`src/rtl/wbm_cmd_master.sv`:
```
// Single-outstanding command-to-Wishbone classic master (IDLE -> BUS -> RESP).
// Optional bus timeout is compiled in when WBM_TIMEOUT_EN is defined.
module wbm_cmd_master #(
  parameter int BUS_DATA_WIDTH = 32,
  parameter int BUS_ADDR_WIDTH = 8,
  parameter int TIMEOUT_CYCLES = 255,
  localparam int BYTE_ENABLES = BUS_DATA_WIDTH / 8
) (
  input  logic                      wb_clk_i,
  input  logic                      wb_rst_i,
  input  logic                      cmd_valid_i,
  output logic                      cmd_ready_o,
  input  logic                      cmd_we_i,
  input  logic [BUS_ADDR_WIDTH-1:0] cmd_adr_i,
  input  logic [BUS_DATA_WIDTH-1:0] cmd_dat_i,
  input  logic [BYTE_ENABLES-1:0]   cmd_sel_i,
  output logic                      rsp_valid_o,
  input  logic                      rsp_ready_i,
  output logic [BUS_DATA_WIDTH-1:0] rsp_dat_o,
  output logic                      rsp_err_o,
  output logic                      rsp_timeout_o,
  output logic                      wbm_cyc_o,
  output logic                      wbm_stb_o,
  output logic                      wbm_we_o,
  output logic [BYTE_ENABLES-1:0]   wbm_sel_o,
  output logic [BUS_ADDR_WIDTH-1:0] wbm_adr_o,
  output logic [BUS_DATA_WIDTH-1:0] wbm_dat_o,
  input  logic [BUS_DATA_WIDTH-1:0] wbm_dat_i,
  input  logic                      wbm_ack_i,
  input  logic                      wbm_err_i
);

  typedef enum logic [1:0] {IDLE, BUS, RESP} state_t;
  state_t state;

  // Blocking on ack keeps a slave that stretches ack past stb from
  // terminating the next command early.
  assign cmd_ready_o = (state == IDLE) && !wbm_ack_i;

`ifdef WBM_TIMEOUT_EN
  logic [15:0] tmo_cnt;
  logic        expired;
  assign expired = (tmo_cnt == 16'(TIMEOUT_CYCLES - 1));
`else
  localparam int unused_timeout_cycles = TIMEOUT_CYCLES;
  assign rsp_timeout_o = 1'b0;
`endif

  always_ff @(posedge wb_clk_i) begin
    if (wb_rst_i) begin
      state       <= IDLE;
      wbm_cyc_o   <= 1'b0;
      wbm_stb_o   <= 1'b0;
      wbm_we_o    <= 1'b0;
      wbm_sel_o   <= '0;
      wbm_adr_o   <= '0;
      wbm_dat_o   <= '0;
      rsp_valid_o <= 1'b0;
      rsp_dat_o   <= '0;
      rsp_err_o   <= 1'b0;
`ifdef WBM_TIMEOUT_EN
      rsp_timeout_o <= 1'b0;
      tmo_cnt       <= '0;
`endif
    end else begin
      case (state)
        IDLE: begin
          if (cmd_valid_i && cmd_ready_o) begin
            wbm_cyc_o <= 1'b1;
            wbm_stb_o <= 1'b1;
            wbm_we_o  <= cmd_we_i;
            wbm_sel_o <= cmd_sel_i;
            wbm_adr_o <= cmd_adr_i;
            wbm_dat_o <= cmd_dat_i;
`ifdef WBM_TIMEOUT_EN
            tmo_cnt   <= '0;
`endif
            state     <= BUS;
          end
        end
        BUS: begin
          if (wbm_ack_i || wbm_err_i) begin
            wbm_cyc_o   <= 1'b0;
            wbm_stb_o   <= 1'b0;
            rsp_valid_o <= 1'b1;
            rsp_err_o   <= wbm_err_i;
            // Only a clean read ack returns data; err wins over a coincident ack.
            rsp_dat_o   <= (wbm_ack_i && !wbm_err_i && !wbm_we_o) ? wbm_dat_i : '0;
`ifdef WBM_TIMEOUT_EN
            rsp_timeout_o <= 1'b0;
`endif
            state       <= RESP;
          end
`ifdef WBM_TIMEOUT_EN
          else if (expired) begin
            wbm_cyc_o     <= 1'b0;
            wbm_stb_o     <= 1'b0;
            rsp_valid_o   <= 1'b1;
            rsp_err_o     <= 1'b1;
            rsp_timeout_o <= 1'b1;
            rsp_dat_o     <= '0;
            state         <= RESP;
          end else begin
            tmo_cnt <= tmo_cnt + 16'd1;
          end
`endif
        end
        RESP: begin
          if (rsp_ready_i) begin
            rsp_valid_o <= 1'b0;
            state       <= IDLE;
          end
        end
        default: state <= IDLE;
      endcase
    end
  end

endmodule

```
`config.mk`:
```
export PLATFORM = sky130hd
export DESIGN_NAME = wbm_cmd_master
export DESIGN_NICKNAME = d
export VERILOG_FILES = /design/src/rtl/wbm_cmd_master.sv
export SDC_FILE = /design/constraint.sdc
export NUM_CORES = 1
export LEC_CHECK = 0
export BUFFER_PORTS_ARGS = -buffer_cell sky130_fd_sc_hd__buf_2
export CAP_MARGIN = 0
export CORE_MARGIN = 8
export CORE_UTILIZATION = 43
export CTS_CLUSTER_DIAMETER = 30
export DETAILED_ROUTE_END_ITERATION = 8
export PLACE_DENSITY_LB_ADDON = 0.25
export SYNTH_ARGS = -nofsm -noshare
export SYNTH_HDL_FRONTEND = slang
export SYNTH_SLANG_ARGS = --single-unit
```
`constraint.sdc`:
```
create_clock -name wb_clk_i -period 1.7 [get_ports wb_clk_i]
set_input_delay 0.085 -clock wb_clk_i [delete_from_list [all_inputs] [get_ports wb_clk_i]]
set_output_delay 0.085 -clock wb_clk_i [all_outputs]
set_load 0.05 [all_outputs]
```
==> flow_metrics.py, run 1 <==
metrics = {
    "global_routing": {
        "grt_usage": 0.197,
        "overflow": 0,
        "antenna_found_initial": 1,
        "grt_max_degree": 47,
        "grt_pass1_wl_um": 15400,
        "grt_pass1_vias": 3058,
    },
    "final_layout": {
        "drive_above_1_share": 0.353,
        "syn2layout_area_growth_pct": 63.2,
        "nets": 614,
        "fill_cells": 459,
        "fin_util": 0.729,
        "final_cell_mix": "buf_2 (164), nand2_1 (91), dfxtp_1 (82)",
        "final_common_cell": "buf_2",
        "final_area_um2": 4630,
        "multi_input_area_um2": 1010,
        "regArea_um2": 1640,
    },
    "sta": {
        "layout_min_cycle_time_ns": 1.45,
        "finalSetupViolCount": 0,
        "maxSlewViolCount": 0,
        "skew_ns": 0.00914,
        "worst_slack_ns": 0.249,
        "max_freq_mhz": 689,
        "finalHoldViolCount": 0,
        "post-route-period-util": 0.854,
        "setup_tns_ns": 0,
        "rsz0062_at_grt": "false",
    },
    "floorplan": {
        "core_area_um2": 6350,
        "fp.dieW_um": 97.2,
        "io-pin-count": 166,
        "fp-row-count": 29,
        "initial_core_util": 0.447,
        "die_y_um": 97.2,
        "dieArea_um2": 9450,
    },
    "cts": {
        "root_buffer": "clkbuf_8",
        "numCtsBuffers": 9,
        "cts_max_path_buffers": 2,
        "cts_tree": "built",
        "clock_latency_ns": 0.34,
        "clk_pin_slew_ns": 0.08,
        "h-tree-depth": 3,
        "clock-sinks": 82,
    },
    "setup_path": {
        "crit_type": "reg -> reg",
        "cpMaxStageDelayCell": "or4b_1",
        "cp.required_ns": 1.90,
        "arrival_ns": 1.65,
        "cp_slowest_stage_delay_ns": 0.51,
        "start_kind": "register",
        "end_kind": "register",
        "path_max_fanout": 45,
        "path_cells": "or4b_1 > buf_4 > nand2_1 > a21oi_1",
    },
    "place": {
        "dpl.hpwl_um": 5810,
        "io_buffers": 164,
        "gp_congestion": 0.716,
        "dp_slack_ns": 0.275,
        "dpl-instance-area_um2": 3650,
    },
    "synthesis": {
        "synth_adder_area_share": 0,
        "postSynthAreaPerCell_um2": 9.55,
        "synthArstFlopShare": 0,
        "syn_area_um2": 2840,
        "synthMuxAreaShare": 0,
        "yosysWarnings": 0,
        "syn_inst": 297,
        "synth_edf_count": 0,
        "synth_nets": 380,
        "synth_top_family_by_area": "compound AO/OA/AOI/OAI gates",
        "synth-xor-area-share": 0,
        "synth_compound_area_frac": 0.194,
        "ys_types": 24,
        "synth_flop_cell": "dfxtp_1",
        "ys_seq_area_frac": 0.578,
        "synth_simple_gate_area_frac": 0.156,
        "synth-seq-cells": 82,
    },
    "power_and_ir_drop": {
        "clockPowerShare": 0.340,
        "p_sw_frac": 0.276,
        "internal_power_mw": 3.04,
        "p_leak_nw": 2.19,
        "p_per_area_nw_per_um2": 906,
        "net-switching-power_mw": 1.16,
        "power_mw": 4.20,
        "pwr-share-comb": 0.178,
        "pwr-share-seq": 0.482,
        "irDropWorstVdd_uv": 562,
    },
    "flow_run": {
        "cap_violations": 0,
    },
    "detailed_routing": {
        "wire_per_inst_um": 15.5,
        "drc": 0,
        "vias_per_cell": 4.79,
        "first_pass_iters": 5,
        "routed_wl_um": 9490,
        "ant_nets": 0,
        "vias": 2939,
        "drt_iter0_markers": 129,
    },
    "run_status": {
        "status": "completed",
    },
    "worst_hold_path": {
        "hp-class": "in -> reg",
    },
}
## critical path, delay by kind of cell, from the launching register on
family	cells	cell delay, ns
AO/OA/AOI/OAI	1	0.06
buffers and inverters	1	0.28
flip-flops	1	0.32
AND/OR/NAND/NOR	2	0.64
## area by class of cell
class,instances,area share
timing repair buffer,248,0.360
sequential,82,0.354
multi-input combinational,188,0.218
clock buffer,12,0.0335
tap,77,0.0208
clock inverter,4,0.0108
inverter,2,0.00162
antenna,1,0.000540
## routing by layer
metal  GRT usage  wire (um)
met3      0.0725        723
met1       0.204       3590
met2       0.347       4950
met5           0          0
met4      0.0909        223
## what timing repair did
action / 4_1_cts / 5_1_grt
hold buffers: 77 / 0
endpoints found under the hold margin: 77 / 0
gates resized for setup: 0 / 0
setup buffers: 0 / 0
## synth_stat cells (all sizes together) (2+ instances only)
library cell | instances | share of area
inv | 2 | 0.0026
a22o | 32 | 0.099
buf | 19 | 0.060
nand2 | 91 | 0.12
dfxtp | 82 | 0.58
a21oi | 48 | 0.085
nand2b | 3 | 0.0066
clkbuf | 6 | 0.0079
## logic make-up after synthesis
logic type	count (synthesis)
other	1
DFF	82
AOI/OAI and AO/OA	84
buffers and inverters	27
and+or+nand+nor	103
## sequential cells by signal, indices dropped and copies added (netlist names)
name         flops
rsp_err_o        1
wbm_dat_o       32
state            2
rsp_dat_o       32
rsp_valid_o      1
wbm_sel_o        4
wbm_stb_o        1
wbm_we_o         1
wbm_adr_o        8
## stage by stage
step	cells	hold WS [ns]
2_1_floorplan	297	0.175
6_report	614	0.0338
3_5_place_dp	520	0.305
4_1_cts	613	0.0208
3_3_place_gp	520	0.304
5_1_grt	614	0.0274
## power by group through the flow
stage / clock (mW) / sequential (mW) / combinational [mW]
finish: 1.43 / 2.02 / 0.749
global placement: 0 / 2.06 / 0.600
CTS: 1.47 / 2.02 / 0.744
detailed placement: 0 / 2.06 / 0.605
global route: 1.54 / 2.03 / 0.799
floorplan: 0 / 2.29 / 0.200
## final timing paths
check        slack, ns  depth (start not counted)          start            end
max               0.25                          4       state[1]   wbm_sel_o[0]
max reg2reg       0.25                          4       state[1]   wbm_sel_o[0]
min               0.03                          3    rsp_ready_i       state[1]
min reg2reg       0.45                          2  wbm_dat_o[18]  wbm_dat_o[18]
No activity file was read; power rests on OpenSTA's default activity.
==> run 2, diff against run 1 <==
==> constraint.sdc (replaced) <==
create_clock -name wb_clk_i -period 1.7 [get_ports wb_clk_i]
set_input_delay 0.255 -clock wb_clk_i [delete_from_list [all_inputs] [get_ports wb_clk_i]]
set_output_delay 0.255 -clock wb_clk_i [all_outputs]
set_load 0.05 [all_outputs]
==> flow_metrics.py, run 2 (synthesis gave the netlist of run 1 again) <==
metrics = {
    "setup_path": {
        "path_max_fanout": 7,
        "reg2regPathDepth": 4,
        "critPathTopFamily": "buffers and inverters",
        "timing.critical_path.buf_inv": 2,
        "r2r_slack_ns": 0.32,
        "cp_slowest_stage_delay_ns": 0.31,
        "end_kind": "primary output",
        "path_cells": "buf_4 > nor3_2 > buf_2",
        "cpMaxStageDelayCell": "dfxtp_1",
        "r2r_start": "state[1]",
        "path_depth": 3,
        "start_kind": "register",
        "arrival_ns": 1.25,
        "cp.required_ns": 1.44,
        "crit_type": "reg -> out",
        "rr_endpoint": "wbm_sel_o[3]",
    },
    "power_and_ir_drop": {
        "p_sw_frac": 0.298,
        "irDropWorstVdd_uv": 579,
        "clockPowerShare": 0.330,
        "pwr-share-comb": 0.156,
        "pwr-share-seq": 0.514,
        "power_mw": 3.93,
        "p_leak_nw": 1.87,
        "net-switching-power_mw": 1.17,
        "p_per_area_nw_per_um2": 1010,
        "internal_power_mw": 2.76,
    },
    "final_layout": {
        "fill_cells": 595,
        "stdcell_count": 537,
        "fin_util": 0.611,
        "antenna_cells": 0,
        "syn2layout_area_growth_pct": 36.6,
        "nets": 538,
        "regArea_um2": 1640,
        "multi_input_area_um2": 1010,
        "final_common_cell": "buf_2",
        "top_regs": "rsp_dat_o x32, wbm_dat_o x32, wbm_adr_o x8",
        "final_area_um2": 3880,
        "drive_above_1_share": 0.417,
        "final_cell_mix": "buf_2 (164), nand2_1 (91), dfxtp_1 (82)",
    },
    "sta": {
        "worst_slack_ns": 0.194,
        "post-route-period-util": 0.886,
        "fin_hold_ws_ns": 0.129,
        "setup_tns_ns": 0,
        "max_freq_mhz": 664,
        "maxSlewViolCount": 0,
        "finalSetupViolCount": 0,
        "skew_ns": 0.0154,
        "rsz0062_at_grt": "false",
        "layout_min_cycle_time_ns": 1.51,
        "finalHoldViolCount": 0,
    },
    "cts": {
        "post_cts_buffers": 0,
        "clock-sinks": 82,
        "root_buffer": "clkbuf_8",
        "ctsHoldBuffers": 0,
        "h-tree-depth": 3,
        "cts-resized-gates": 0,
        "cts_tree": "built",
        "clock_latency_ns": 0.34,
        "cts_max_path_buffers": 2,
        "clk_pin_slew_ns": 0.09,
        "numCtsBuffers": 9,
    },
    "worst_hold_path": {
        "hp-class": "in -> reg",
        "min_to": "rsp_dat_o[5]",
        "hp-start": "wbm_dat_i[5]",
        "hold_depth": 2,
    },
    "floorplan": {
        "fp-row-count": 29,
        "dieArea_um2": 9450,
        "io-pin-count": 166,
        "die_y_um": 97.2,
        "initial_core_util": 0.447,
        "fp.dieW_um": 97.2,
        "core_area_um2": 6350,
    },
    "global_routing": {
        "grt_pass1_vias": 2589,
        "antenna_found_initial": 0,
        "grt_pass1_wl_um": 13000,
        "overflow": 0,
        "grt_usage": 0.165,
        "grt_max_degree": 47,
    },
    "flow_run": {
        "cap_violations": 0,
    },
    "place": {
        "gp_congestion": 0.736,
        "dpl.cell_count": 521,
        "dpl.hpwl_um": 5980,
        "dp_slack_ns": 0.251,
        "dpl-instance-area_um2": 3690,
        "io_buffers": 164,
    },
    "detailed_routing": {
        "routed_wl_um": 8080,
        "wire_per_inst_um": 15.0,
        "ant_nets": 0,
        "first_pass_iters": 4,
        "vias_per_cell": 4.82,
        "drc": 0,
        "drt_iter0_markers": 113,
        "vias": 2588,
    },
    "run_status": {
        "status": "completed",
    },
}
run 2: worst reg2reg max path: cells and delay by family (launching register included):
kind / cells / cell delay (ns)
compound gates: 1 / 0.06
buf+inv: 1 / 0.20
flops: 1 / 0.31
simple gates: 2 / 0.68
run 2: cell type report:
| class | instances | area share |
|---|---|---|
| tap | 77 | 0.0248 |
| multi-input combinational | 188 | 0.262 |
| clock buffer | 10 | 0.0355 |
| timing repair buffer | 172 | 0.240 |
| clock inverter | 6 | 0.0126 |
| sequential | 82 | 0.423 |
| inverter | 2 | 0.00194 |
run 2: how the worst max path moves through the flow:
stage | slack, ns | from | endpoint
floorplan | 0.24 | state[1] | wbm_dat_o[10]
global placement | 0.28 | wbm_ack_i | wbm_sel_o[0]
detailed placement | 0.25 | wbm_ack_i | wbm_dat_o[13]
CTS | 0.17 | state[1] | cmd_ready_o
global route | 0.11 | state[1] | cmd_ready_o
finish | 0.19 | state[1] | cmd_ready_o
run 2: power groups by stage:
stage / Combinational (mW) / Sequential [mW] / Clock, mW
final: 0.614 / 2.02 / 1.30
after global routing: 0.659 / 2.03 / 1.41
after CTS: 0.620 / 2.02 / 1.33
after detailed placement: 0.619 / 2.06 / 0
after global placement: 0.611 / 2.06 / 0
after floorplan: 0.201 / 2.29 / 0
run 2: layer usage:
metal | global-route usage | part of all wire | vias to the layer above
met1 | 0.190 | 0.42 | 1174
met2 | 0.260 | 0.48 | 96
met4 | 0.0629 | 0.0097 | 0
met3 | 0.0754 | 0.091 | 6
li1 | - | - | 1312
met5 | 0 | 0 | -
==> run 3, diff against run 2 <==
CAP_MARGIN = 20   (was 0)
HOLD_SLACK_MARGIN = 0.15   (was not set)
clock period = 1.5 ns   (was 1.7 ns; I/O delays follow)
==> flow_metrics.py, run 3 (synthesis gave the netlist of run 1 again) <==
metrics = {
    "place": {
        "dp_slack_ns": 0.100,
        "dpl.hpwl_um": 5970,
        "gp_congestion": 0.747,
        "dpl.cell_count": 522,
        "dpl-instance-area_um2": 3700,
        "io_buffers": 164,
    },
    "floorplan": {
        "fp.dieW_um": 97.2,
        "core_area_um2": 6350,
        "die_y_um": 97.2,
        "fp-row-count": 29,
        "initial_core_util": 0.447,
        "dieArea_um2": 9450,
        "io-pin-count": 166,
    },
    "detailed_routing": {
        "drc": 0,
        "drt_iter0_markers": 105,
        "routed_wl_um": 9650,
        "vias": 3006,
        "wire_per_inst_um": 15.6,
        "vias_per_cell": 4.87,
        "first_pass_iters": 4,
        "ant_nets": 0,
    },
    "final_layout": {
        "antenna_cells": 0,
        "top_regs": "rsp_dat_o x32, wbm_dat_o x32, wbm_adr_o x8",
        "nets": 618,
        "final_cell_mix": "buf_2 (163), nand2_1 (91), dfxtp_1 (82)",
        "syn2layout_area_growth_pct": 66.4,
        "stdcell_count": 617,
        "fin_util": 0.744,
        "fill_cells": 458,
        "drive_above_1_share": 0.357,
        "final_area_um2": 4720,
        "final_common_cell": "buf_2",
    },
    "power_and_ir_drop": {
        "pwr-share-comb": 0.177,
        "irDropWorstVdd_uv": 887,
        "clockPowerShare": 0.360,
        "internal_power_mw": 3.59,
        "net-switching-power_mw": 1.36,
        "p_per_area_nw_per_um2": 1050,
        "power_mw": 4.94,
        "pwr-share-seq": 0.463,
        "p_sw_frac": 0.274,
        "p_leak_nw": 2.24,
    },
    "setup_path": {
        "r2r_slack_ns": 0.06,
        "end_kind": "register",
        "path_cells": "dlygate4sd3_1 > buf_2 > nand2b_1 > nor4_4 > buf_12 > a22o_1",
        "cp.required_ns": 1.79,
        "crit_type": "in -> reg",
        "cp_slowest_stage_delay_ns": 0.56,
        "reg2regPathDepth": 4,
        "path_max_fanout": 32,
        "critPathTopFamily": "buffers and inverters",
        "rr_endpoint": "wbm_sel_o[2]",
        "r2r_start": "state[1]",
        "cpMaxStageDelayCell": "dlygate4sd3_1",
        "arrival_ns": 1.73,
        "start_kind": "primary input",
        "timing.critical_path.buf_inv": 3,
    },
    "cts": {
        "post_cts_buffers": 0,
        "clk_pin_slew_ns": 0.08,
        "cts_tree": "built",
        "h-tree-depth": 3,
        "clock-sinks": 82,
        "cts_max_path_buffers": 2,
        "root_buffer": "clkbuf_8",
        "numCtsBuffers": 9,
        "clock_latency_ns": 0.35,
    },
    "run_status": {
        "status": "completed",
    },
    "global_routing": {
        "grt_pass1_wl_um": 15500,
        "grt_max_degree": 47,
        "antenna_found_initial": 0,
        "overflow": 0,
        "grt_usage": 0.200,
        "grt_pass1_vias": 3146,
    },
    "sta": {
        "finalHoldViolCount": 0,
        "rsz0062_at_grt": "false",
        "maxSlewViolCount": 0,
        "worst_slack_ns": 0.0560,
        "finalSetupViolCount": 0,
        "setup_tns_ns": 0,
        "skew_ns": 0.00774,
        "layout_min_cycle_time_ns": 1.44,
        "max_freq_mhz": 693,
        "post-route-period-util": 0.963,
        "fin_hold_ws_ns": 0.160,
    },
    "worst_hold_path": {
        "hold_depth": 3,
        "hp-start": "wbm_err_i",
        "hp-class": "in -> reg",
        "min_to": "rsp_err_o",
    },
    "flow_run": {
        "cap_violations": 0,
    },
}
## run 3: cell types whose count changed in the layout (fill, tap and decap cells not counted), moves of 2 or more
cell / delta
clkinvlp_4: -2
inv_6: -2
dlygate4sd3_1: +79
bufinv_16: +2
## run 3: worst reg2reg max path: stages, from the launching register on
cell and delay (ns):
dfxtp_1 0.32, or4b_1 0.59, buf_12 0.21, nand2_1 0.12, a21oi_1 0.07
## run 3: cell type report
class                      count  area (um2)  area share
multi-input combinational    188        1010       0.215
clock inverter                 6        90.1      0.0191
clock buffer                  10         138      0.0291
tap                           77        96.3      0.0204
sequential                    82        1640       0.348
timing repair buffer         252        1740       0.367
inverter                       2        7.51     0.00159
## run 3: worst max-delay path by stage
stage | from | to | slack [ns] | depth (start not counted)
after floorplan | state[1] | wbm_dat_o[10] | 0.04 | 6
after global placement | state[1] | wbm_dat_o[24] | 0.15 | 4
after detailed placement | state[1] | wbm_sel_o[2] | 0.10 | 4
after CTS | state[1] | cmd_ready_o | 0.04 | 3
after global routing | state[1] | cmd_ready_o | 0.006 | 3
final | wb_rst_i | rsp_dat_o[9] | 0.06 | 6
## run 3: what timing repair did
item,in CTS,in global routing
cloned,0,0
gates resized for setup,1,1
hold buffers,78,1
setup endpoints to repair,1,1
hold endpoints to repair,81,1
## run 3: power groups by stage
stage / Combinational (mW) / Sequential [mW] / Clock [mW]
after floorplan: 0.227 / 2.59 / 0
final: 0.876 / 2.29 / 1.78
after global routing: 0.930 / 2.30 / 1.92
after global placement: 0.696 / 2.34 / 0
after CTS: 0.865 / 2.29 / 1.82
after detailed placement: 0.703 / 2.34 / 0
## run 3: per-layer routing
metal | wire length (um) | up-vias | GRT usage | part of all wire
met5 | 0 | - | 0 | 0
met4 | 269 | 0 | 0.108 | 0.028
met3 | 772 | 23 | 0.0789 | 0.080
met2 | 4930 | 103 | 0.354 | 0.51
met1 | 3680 | 1405 | 0.196 | 0.38
li1 | - | 1475 | - | -
